[config.mk]
export PLATFORM = sky130hd
export DESIGN_NAME = prog_mod_counter
export DESIGN_NICKNAME = d
export VERILOG_FILES = /design/src/rtl/prog_mod_counter.sv
export SDC_FILE = /design/constraint.sdc
export NUM_CORES = 1
export LEC_CHECK = 0
export CAP_MARGIN = 20
export CORE_AREA = 3 3 40 42
export CTS_BUF_LIST = sky130_fd_sc_hd__clkbuf_4
export CTS_CLUSTER_DIAMETER = 100
export DETAILED_ROUTE_END_ITERATION = 10
export DIE_AREA = 0 0 43 45
export PLACE_DENSITY = 0.8
export SLEW_MARGIN = 0
export SYNTH_ARGS = -nofsm -noshare
export SYNTH_HDL_FRONTEND = slang
export SYNTH_SLANG_ARGS = --single-unit
[constraint.sdc]
create_clock -name clk -period 4.1 [get_ports clk]
set_clock_uncertainty 0.15 [all_clocks]
set_input_delay 1.23 -clock clk [delete_from_list [all_inputs] [get_ports clk]]
set_output_delay 1.23 -clock clk [all_outputs]
set_load 0.05 [all_outputs]
[src/rtl/prog_mod_counter.sv]
// Programmable modulo up/down counter with optional one-shot stop at terminal count.
// Latency: Q and halted are registered (1 cycle); done and tick are combinational from Q/state/inputs.
// Backpressure: none; enable gates counting, load overrides everything except reset.
module prog_mod_counter #(
  parameter int BITS = 4
) (
  input  logic            clk,
  input  logic            reset,
  input  logic            enable,
  input  logic            up,
  input  logic            load,
  input  logic [BITS-1:0] load_value,
  input  logic [BITS-1:0] FINAL_VALUE,
  input  logic            one_shot,
  output logic [BITS-1:0] Q,
  output logic            done,
  output logic            tick,
  output logic            halted
);

  typedef enum logic {
    COUNT = 1'b0,
    HALT  = 1'b1
  } state_t;

  state_t          state;
  state_t          state_nxt;
  logic [BITS-1:0] q_nxt;

  // Terminal count: counting up, anything at or above the limit is terminal so an
  // out-of-range value wraps instead of running through the full 2^BITS space.
  always_comb begin
    done = up ? (Q >= FINAL_VALUE) : (Q == '0);
  end

  // Cascade pulse: only while actually counting, and never on a load edge.
  always_comb begin
    tick = enable & done & (state == COUNT) & ~load;
  end

  always_comb begin
    halted = (state == HALT);
  end

  // Next-state / next-count: load, then HALT hold, then enabled counting, else hold.
  always_comb begin
    state_nxt = state;
    q_nxt     = Q;
    if (load) begin
      q_nxt     = load_value;
      state_nxt = COUNT;
    end else if (state == HALT) begin
      // Leaving HALT by dropping one_shot does not move Q on that edge.
      if (!one_shot) begin
        state_nxt = COUNT;
      end
    end else if (enable) begin
      if (done) begin
        if (one_shot) begin
          state_nxt = HALT;
        end else begin
          q_nxt = up ? '0 : FINAL_VALUE;
        end
      end else begin
        q_nxt = up ? (Q + BITS'(1)) : (Q - BITS'(1));
      end
    end
  end

  // State and count registers with synchronous reset taking precedence over all else.
  always_ff @(posedge clk) begin
    if (reset) begin
      Q     <= '0;
      state <= COUNT;
    end else begin
      Q     <= q_nxt;
      state <= state_nxt;
    end
  end

endmodule

==> results.json, run 1 <==
{
  "status": "complete, no violations",
  "worst_pin_slew_ns": 0.491,
  "core_area_um2": 1280,
  "synthTopCellsByCount": "7 x inv_1, 6 x ha_1, 6 x nor2_1, 5 x dfxtp_1, 4 x nand2_1",
  "synthDistinctLibCells": 31,
  "hold_class": "flop to flop",
  "finalHoldViolations": 0,
  "vdd_drop_max_mv": 0.184,
  "nets": 123,
  "synth_top_area_share_pct": 18.1,
  "drc": 0,
  "dr.pass1.iters": 4,
  "drt-vias-per-instance": 5.51,
  "cts_tree": "done",
  "cp_cell_sequence": "dlygate4sd2_1 > inv_1 > ha_1 > o211ai_1 > o2111ai_2 > nand2_2 > nor3_4 > buf_12",
  "cts_buffers": 3,
  "synth_xor_area_share_pct": 4.74,
  "synth_edf_count": 0,
  "slew_headroom_pct": 67.2,
  "hold_ws_ns": 0.342,
  "required_ns": 2.72,
  "end_kind": "output pin",
  "seq_area_frac_synth_pct": 18.1,
  "post-place-ws_ns": -0.207,
  "syn_nets": 88,
  "synth-compound-area-share_pct": 29.3,
  "finalWirelength_um": 1650,
  "crit_arrival_ns": 2.61,
  "grt_pass1_wl_um": 2860,
  "rr_startpoint": "Q[0]$_SDFFE_PP0P_",
  "area_growth_pct": 66.4,
  "grt_usage_pct": 19.8,
  "crit_path_max_fanout": 3,
  "min_from": "halted$_SDFF_PP0_",
  "clockRootBuffer": "clkbuf_4",
  "rsz0062_at_grt": "false",
  "synth-async-reset-ratio_pct": 0,
  "gp_congestion": 0.804,
  "initial_core_util_pct": 43.1,
  "reg2reg_slack_ns": 1.56,
  "synthAdderAreaFrac_pct": 17.2,
  "synthMuxAreaShare_pct": 0,
  "grt_pass1_vias": 687,
  "wl_per_cell_um": 14.2,
  "grt-ovfl-total": 0,
  "critPathLaunch": "FINAL_VALUE[2]",
  "critPathSlowestCell": "ha_1",
  "fp-row-count": 13,
  "dieHeight_um": 45,
  "drv_cap": 0,
  "power.density_nw_per_um2": 302,
  "setup_slack_ns": 0.115,
  "place_area_um2": 853,
  "vias": 639,
  "rr_endpoint": "Q[1]$_SDFFE_PP0P_",
  "drive_gt1_share_pct": 27.7,
  "ant_nets": 0,
  "cts.clk_slew.worst_paths_ns": 0.05,
  "min_period_over_period_pct": 97.2,
  "worst_hold_path.endpoint": "halted$_SDFF_PP0_",
  "slowest_delay_ns": 0.27,
  "synth-simple-area-share_pct": 23.3,
  "synth.most_common_cell": "inv_1",
  "crit_type": "input port to output pin",
  "die_w_um": 43,
  "dieArea_um2": 1940,
  "leakagePower_nw": 0.402,
  "p_total_mw": 0.279,
  "syn-cell-area_um2": 554,
  "clock_path_buffers": 2,
  "finalMaxSlewViolations": 0,
  "syn_inst": 67,
  "htreeDepth": 1,
  "avgSynthCellArea_um2": 8.27,
  "drtIter0Drc": 14,
  "start_kind": "input port",
  "io_pins": 21,
  "design_area_um2": 922,
  "portBuffers": 20,
  "grt_max_degree": 9,
  "dp_hpwl_um": 1240,
  "finalSetupViolCount": 0,
  "min_period_ns": 3.99,
  "diodes": 0,
  "synth_top_flop_cell": "dfxtp_1",
  "insertion_delay_ns": 0.25,
  "synth_warnings": 0,
  "ys_ff_latch": 5,
  "antenna_found_initial": 0,
  "holdPathStages": 2,
  "synth.area.top_cells": "dfxtp_1 18%, ha_1 14%, inv_1 4.7%",
  "r2r_cells": 10,
  "yosys.area.top_type": "dfxtp_1",
  "cts.sinks": 5,
  "synth_top_family_by_area": "compound AO/OA/AOI/OAI gates",
  "max_freq_mhz": 251
}
-- state kept, by name, summed over array words and instances (netlist names) --
name,count
halted,1
Q,4
-- placed cells by master (no fill, tap or decap), types with 4 or more instances in the layout --
cell type / count
clkdlybuf4s50_1: 14
buf_4: 10
inv_1: 6
nor2_1: 6
dfxtp_1: 5
ha_1: 5
clkbuf_4: 4
dlygate4sd2_1: 4
-- what timing repair did --
action / 4_1_cts / 5_1_grt
setup endpoints to repair: 2 / 0
resized for setup: 9 / 0
buffers inserted: 3 / 0
hold buffers: 0 / 0
-- cell families after synthesis --
family                     after synthesis
AOI/OAI and AO/OA                       20
and+or+nand+nor                         23
adders and majority gates                7
buffers and inverters                    9
xor gates and xnor gates                 3
DFF                                      5
-- worst max-delay path: cells and delay by family --
kind	cells	cell delay, ns
simple gates	2	0.31
fa+ha+maj	1	0.27
buf+inv	3	0.43
compound gates	2	0.35
-- layout make-up --
| cell class | instances | area [um^2] |
|---|---|---|
| Multi-Input combinational cell | 53 | 439 |
| Fill cell | 107 | 363 |
| Timing Repair Buffer | 31 | 302 |
| Sequential cell | 5 | 100 |
| Inverter | 8 | 32.5 |
| Clock buffer | 4 | 30.0 |
| Tap cell | 15 | 18.8 |
-- where the power goes --
| group | internal (mW) | total, mW | switching (mW) |
|---|---|---|---|
| sequential | 0.0530 | 0.0625 | 0.00949 |
| clock | 0.0435 | 0.0661 | 0.0226 |
| combinational | 0.0757 | 0.150 | 0.0744 |
-- through the flow --
stage / util, % / TNS (ns) / cells
6_report: 71.8 / 0 / 116
3_3_place_gp: 66.4 / -0.316 / 109
5_1_grt: 71.8 / 0 / 116
2_1_floorplan: - / 0 / 67
3_5_place_dp: 66.4 / -0.394 / 109
4_1_cts: 71.8 / 0 / 116
-- worst max-delay path by stage --
stage,slack [ns],to
final,0.11,tick
after global routing,0.0005,done
after CTS,0.13,done
after detailed placement,-0.21,tick
after global placement,-0.17,tick
after floorplan,0.13,tick
-- routing by layer --
metal  track usage, %  vias to the layer above  share of wire [%]
met5                0                        -                  0
met4             8.43                        0                1.3
met3             5.98                        3                7.6
met2             35.3                       28                 51
met1             21.9                      295                 40
li1                 -                      313                  -
No activity file was read; power rests on OpenSTA's default activity.
==> inputs of run 2 (changes only) <==
--- a/config.mk
+++ b/config.mk
@@ -11,7 +11,7 @@
 export CTS_CLUSTER_DIAMETER = 100
 export DETAILED_ROUTE_END_ITERATION = 10
 export DIE_AREA = 0 0 43 45
-export PLACE_DENSITY = 0.8
+export PLACE_DENSITY_LB_ADDON = 0.08
 export SLEW_MARGIN = 0
 export SYNTH_ARGS = -nofsm -noshare
 export SYNTH_HDL_FRONTEND = slang
==> results.json, run 2 (synthesis gave the netlist of run 1 again) <==
{
  "grt_pass1_wl_um": 2440,
  "min_period_over_period_pct": 97.0,
  "grt_usage_pct": 17.6,
  "rsz0062_at_grt": "false",
  "drive_gt1_share_pct": 27.7,
  "gp_congestion": 0.840,
  "vdd_drop_max_mv": 0.204,
  "drt-vias-per-instance": 5.22,
  "cts.sinks": 5,
  "p_total_mw": 0.275,
  "leakagePower_nw": 0.402,
  "cts_hold_buf": 0,
  "crit_type": "input port to output pin",
  "diodes": 0,
  "post-place-ws_ns": -0.175,
  "power.density_nw_per_um2": 299,
  "end_kind": "output pin",
  "finalMaxSlewViolations": 0,
  "clockRootBuffer": "clkbuf_4",
  "required_ns": 2.72,
  "die_w_um": 43,
  "dieHeight_um": 45,
  "worst_hold_path.endpoint": "halted$_SDFF_PP0_",
  "grt_pass1_vias": 550,
  "crit_arrival_ns": 2.60,
  "final_common_cell": "clkdlybuf4s50_1",
  "hold_class": "flop to flop",
  "portBuffers": 20,
  "crit_path_max_fanout": 3,
  "dieArea_um2": 1940,
  "setup_slack_ns": 0.123,
  "fin_util_pct": 71.6,
  "r2r_cells": 9,
  "drv_cap": 0,
  "antenna_found_initial": 0,
  "finalWirelength_um": 1520,
  "cts.clk_slew.worst_paths_ns": 0.05,
  "clock_path_buffers": 2,
  "cts_tree": "done",
  "rr_startpoint": "Q[0]$_SDFFE_PP0P_",
  "dp_hpwl_um": 1170,
  "grt.busiest_layer": "met2",
  "start_kind": "input port",
  "htreeDepth": 1,
  "rr_endpoint": "Q[1]$_SDFFE_PP0P_",
  "fp-row-count": 13,
  "status": "complete, no violations",
  "final_cell_mix": "14 x clkdlybuf4s50_1, 10 x buf_4, 6 x inv_1, 6 x nor2_1",
  "wl_per_cell_um": 13.1,
  "ant_nets": 0,
  "nets": 123,
  "min_period_ns": 3.98,
  "slew_headroom_pct": 66.8,
  "reg2reg_slack_ns": 1.70,
  "filler_cell_count": 104,
  "vias": 605,
  "drc": 0,
  "grt_max_degree": 9,
  "holdPathStages": 2,
  "grt.met2_usage_pct": 26.3,
  "min_from": "halted$_SDFF_PP0_",
  "area_growth_pct": 65.9,
  "worst_pin_slew_ns": 0.496,
  "drtIter0Drc": 12,
  "finalHoldViolations": 0,
  "finalSetupViolCount": 0,
  "core_area_um2": 1280,
  "io_pins": 21,
  "initial_core_util_pct": 43.1,
  "insertion_delay_ns": 0.25,
  "grt_util_met1_pct": 23.1,
  "use_met3_pct": 7.17,
  "largest-register": "Q",
  "largest_reg_flops": 4,
  "max_freq_mhz": 251,
  "grt-ovfl-total": 0,
  "dr.pass1.iters": 4,
  "hold_ws_ns": 0.339,
  "cts_buffers": 3
}
==> run 2: worst max path at each step <==
stage,slack (ns),end,cells past startpoint,from
final,0.12,done,9,FINAL_VALUE[1]
after global routing,0.05,done,9,FINAL_VALUE[1]
after detailed placement,-0.18,done,9,FINAL_VALUE[1]
after CTS,0.14,done,9,FINAL_VALUE[1]
after global placement,-0.13,tick,8,FINAL_VALUE[3]
after floorplan,0.13,tick,6,FINAL_VALUE[3]
==> run 2: metal layers <==
layer,part of all wire (%),wire length [um],vias to the layer above
met4,0,0,0
met1,47,719,272
met3,7.0,107,0
li1,-,-,314
met5,0,0,-
met2,46,692,19
==> run 2: worst max-delay path, cell delays in order <==
cell and delay (ns):
dlygate4sd2_1 0.22, inv_1 0.05, ha_1 0.26, o211ai_1 0.22, o2111ai_2 0.18, nand2_2 0.15, buf_6 0.11, inv_2 0.04
buf_12 0.14
==> run 2: repair_timing <==
action | 4_1_cts | 5_1_grt
buffers inserted | 2 | 0
endpoints found under the setup margin | 2 | 0
endpoints found under the hold margin | 0 | 0
resized for setup | 8 | 0
==> run 2: through the flow <==
stage	std cells	area [um^2]	setup TNS (ns)
CTS	116	920	0
finish	116	920	0
global route	116	920	0
detailed placement	110	861	-0.343
global placement	110	861	-0.262
floorplan	67	566	0
==> run 2: area by class of cell <==
| cell class | instances | area [um^2] | share of cell area [%] |
|---|---|---|---|
| inverters | 8 | 30.0 | 3.27 |
| well taps | 15 | 18.8 | 2.04 |
| repair buffers | 31 | 302 | 32.8 |
| flip-flops and latches | 5 | 100 | 10.9 |
| multi-input cells | 53 | 439 | 47.8 |
| clock buffers | 4 | 30.0 | 3.27 |
==> run 2: where the power goes <==
part / switching, mW / internal (mW)
logic: 0.0717 / 0.0722
registers: 0.00966 / 0.0530
clock network: 0.0244 / 0.0437
==> inputs of run 3 (changes only) <==
--- a/config.mk
+++ b/config.mk
@@ -5,6 +5,7 @@
 export SDC_FILE = /design/constraint.sdc
 export NUM_CORES = 1
 export LEC_CHECK = 0
+export ABC_AREA = 1
 export CAP_MARGIN = 20
 export CORE_AREA = 3 3 40 42
 export CTS_BUF_LIST = sky130_fd_sc_hd__clkbuf_4
==> results.json, run 3 <==
{
  "avgSynthCellArea_um2": 5.97,
  "die_w_um": 43,
  "largest-register": "Q",
  "synth-compound-area-share_pct": 4.75,
  "synth-async-reset-ratio_pct": 0,
  "holdPathStages": 2,
  "final_common_cell": "nand2_1",
  "end_kind": "flop",
  "insertion_delay_ns": 0.26,
  "io_pins": 21,
  "largest_reg_flops": 4,
  "synthMuxAreaShare_pct": 0,
  "grt_pass1_vias": 755,
  "drc": 0,
  "cpMostUsedCell": "buf_4",
  "cts_tree": "done",
  "synthTopCellsByCount": "29 x nand2_1, 15 x inv_1, 14 x nor2_1, 7 x nand3_1, 6 x ha_1",
  "diodes": 0,
  "required_ns": 4.13,
  "slew_headroom_pct": 67.0,
  "rsz0062_at_grt": "false",
  "status": "complete, no violations",
  "crit_type": "input port to flop",
  "cts.clk_slew.worst_paths_ns": 0.05,
  "post-place-ws_ns": -0.157,
  "critPathSlowestCell": "dlygate4sd2_1",
  "seq_area_frac_synth_pct": 17.3,
  "syn_nets": 118,
  "min_from": "halted$_SDFF_PP0_",
  "area_growth_pct": 82.3,
  "min_period_ns": 4.05,
  "ys_ff_latch": 5,
  "cts.sinks": 5,
  "leakagePower_nw": 0.564,
  "synth-simple-area-share_pct": 45.1,
  "portBuffers": 20,
  "dieHeight_um": 45,
  "fp-row-count": 13,
  "crit_arrival_ns": 4.08,
  "syn_inst": 97,
  "setup_slack_ns": 0.0510,
  "synth_warnings": 0,
  "power.density_nw_per_um2": 269,
  "r2r_cells": 15,
  "p_total_mw": 0.284,
  "gp_congestion": 0.827,
  "wl_per_cell_um": 12.8,
  "htreeDepth": 1,
  "synthDistinctLibCells": 20,
  "slowest_delay_ns": 0.19,
  "synth_top_flop_cell": "dfxtp_1",
  "finalHoldViolations": 0,
  "hold_class": "flop to flop",
  "clock_path_buffers": 2,
  "start_kind": "input port",
  "drive_gt1_share_pct": 29.5,
  "reg2reg_slack_ns": 2.02,
  "max_freq_mhz": 247,
  "synthAdderAreaFrac_pct": 16.4,
  "syn-cell-area_um2": 579,
  "drtIter0Drc": 28,
  "finalWirelength_um": 2060,
  "dp_cells": 138,
  "crit_path_max_fanout": 2,
  "worst_hold_path.endpoint": "halted$_SDFF_PP0_",
  "fin_util_pct": 82.2,
  "antenna_found_initial": 0,
  "cts_buffers": 3,
  "grt_usage_pct": 23.6,
  "dieArea_um2": 1940,
  "synth_edf_count": 0,
  "synth_top_family_by_area": "simple AND/OR/NAND/NOR gates",
  "vias": 816,
  "vdd_drop_max_mv": 0.221,
  "initial_core_util_pct": 45.1,
  "synth.area.top_cells": "nand2_1 19%, dfxtp_1 17%, ha_1 13%",
  "clockRootBuffer": "clkbuf_4",
  "synth_xor_area_share_pct": 4.54,
  "min_period_over_period_pct": 98.8,
  "dp_hpwl_um": 1240,
  "dr.pass1.iters": 5,
  "synth.most_common_cell": "nand2_1",
  "ant_nets": 0,
  "drt-vias-per-instance": 5.07,
  "final_cell_mix": "28 x nand2_1, 26 x buf_4, 14 x inv_1, 14 x nor2_1, 14 x clkdlybuf4s50_1",
  "setup_tns_ns": 0,
  "cp_cell_sequence": "dlygate4sd2_1 > inv_1 > buf_4 > buf_4 > buf_4 > buf_4 > buf_4 > buf_4 > buf_4 > buf_4 > buf_4 > buf_4 > buf_4 > buf_4 > buf_4 > buf_4 > buf_4 > buf_4 > buf_4 > nor2_1 > nand4_1 > nand3_1 > nand2_1 > a21oi_1",
  "rr_endpoint": "Q[2]$_SDFFE_PP0P_",
  "grt_pass1_wl_um": 3310,
  "stdcell_count": 161,
  "rr_startpoint": "Q[0]$_SDFFE_PP0P_",
  "grt-ovfl-total": 0,
  "finalMaxSlewViolations": 0,
  "finalSetupViolCount": 0,
  "grt_max_degree": 9,
  "nets": 168,
  "synth_top_area_share_pct": 18.8,
  "worst_pin_slew_ns": 0.494,
  "core_area_um2": 1280,
  "yosys.area.top_type": "nand2_1",
  "drv_cap": 0
}
## run 3: cell count changes in the layout (fill, tap and decap cells not counted), sizes merged, moves of 2 or more
cell / delta
inv: +8
nand2: +28
a22oi: -2
nand3: +7
buf: +15
nor3: -2
nor2: +9
o21ai: -2
nand2b: -3
a211oi: -2
## run 3: report_power, final
part / switching [mW] / internal (mW)
logic: 0.0825 / 0.0740
registers: 0.00807 / 0.0529
clock network: 0.0232 / 0.0436
## run 3: per-layer routing
layer / share of wire (%) / track usage (%) / up-vias
li1: - / - / 401
met1: 41 / 25.7 / 364
met2: 47 / 38.9 / 37
met3: 7.0 / 9.16 / 14
met4: 5.1 / 14.5 / 0
met5: 0 / 0 / -
## run 3: cells by family after synthesis
logic type / count (synthesis)
simple gates: 59
buf+inv: 18
fa+ha+maj: 7
compound gates: 5
flops: 5
xor+xnor: 3
## run 3: layout make-up
class / count / area (um^2)
inverter: 17 / 67.6
tap: 15 / 18.8
clock buffer: 4 / 30.0
sequential: 5 / 100
multi-input combinational: 74 / 429
fill: 92 / 229
timing repair buffer: 46 / 410
## run 3: repair_timing
item / CTS / global route
buffers inserted: 19 / 0
hold endpoints to repair: 0 / 0
setup endpoints to repair: 2 / 0
gates resized for setup: 4 / 0
hold buffers: 0 / 0
## run 3: worst max path at each step
stage               cells past startpoint  slack, ns            from                 to
floorplan                               9      0.006  FINAL_VALUE[3]               tick
global placement                       11      -0.10  FINAL_VALUE[3]               tick
detailed placement                     11      -0.16  FINAL_VALUE[3]               tick
CTS                                    11       0.14  FINAL_VALUE[3]               tick
global route                           24      0.001  FINAL_VALUE[1]  Q[1]$_SDFFE_PP0P_
finish                                 24       0.05  FINAL_VALUE[1]  Q[1]$_SDFFE_PP0P_
## run 3: stage by stage
stage          hold WS [ns]  cell area, um^2
2_1_floorplan         0.578              602
3_3_place_gp          0.382              888
3_5_place_dp          0.384              888
4_1_cts               0.392             1060
5_1_grt               0.422             1060
6_report              0.389             1060
## run 3: critical path: cells and delay by family
family | cells | cell delay, ns
buffers and inverters | 19 | 2.34
and+or+nand+nor | 4 | 0.38
AOI/OAI and AO/OA | 1 | 0.11
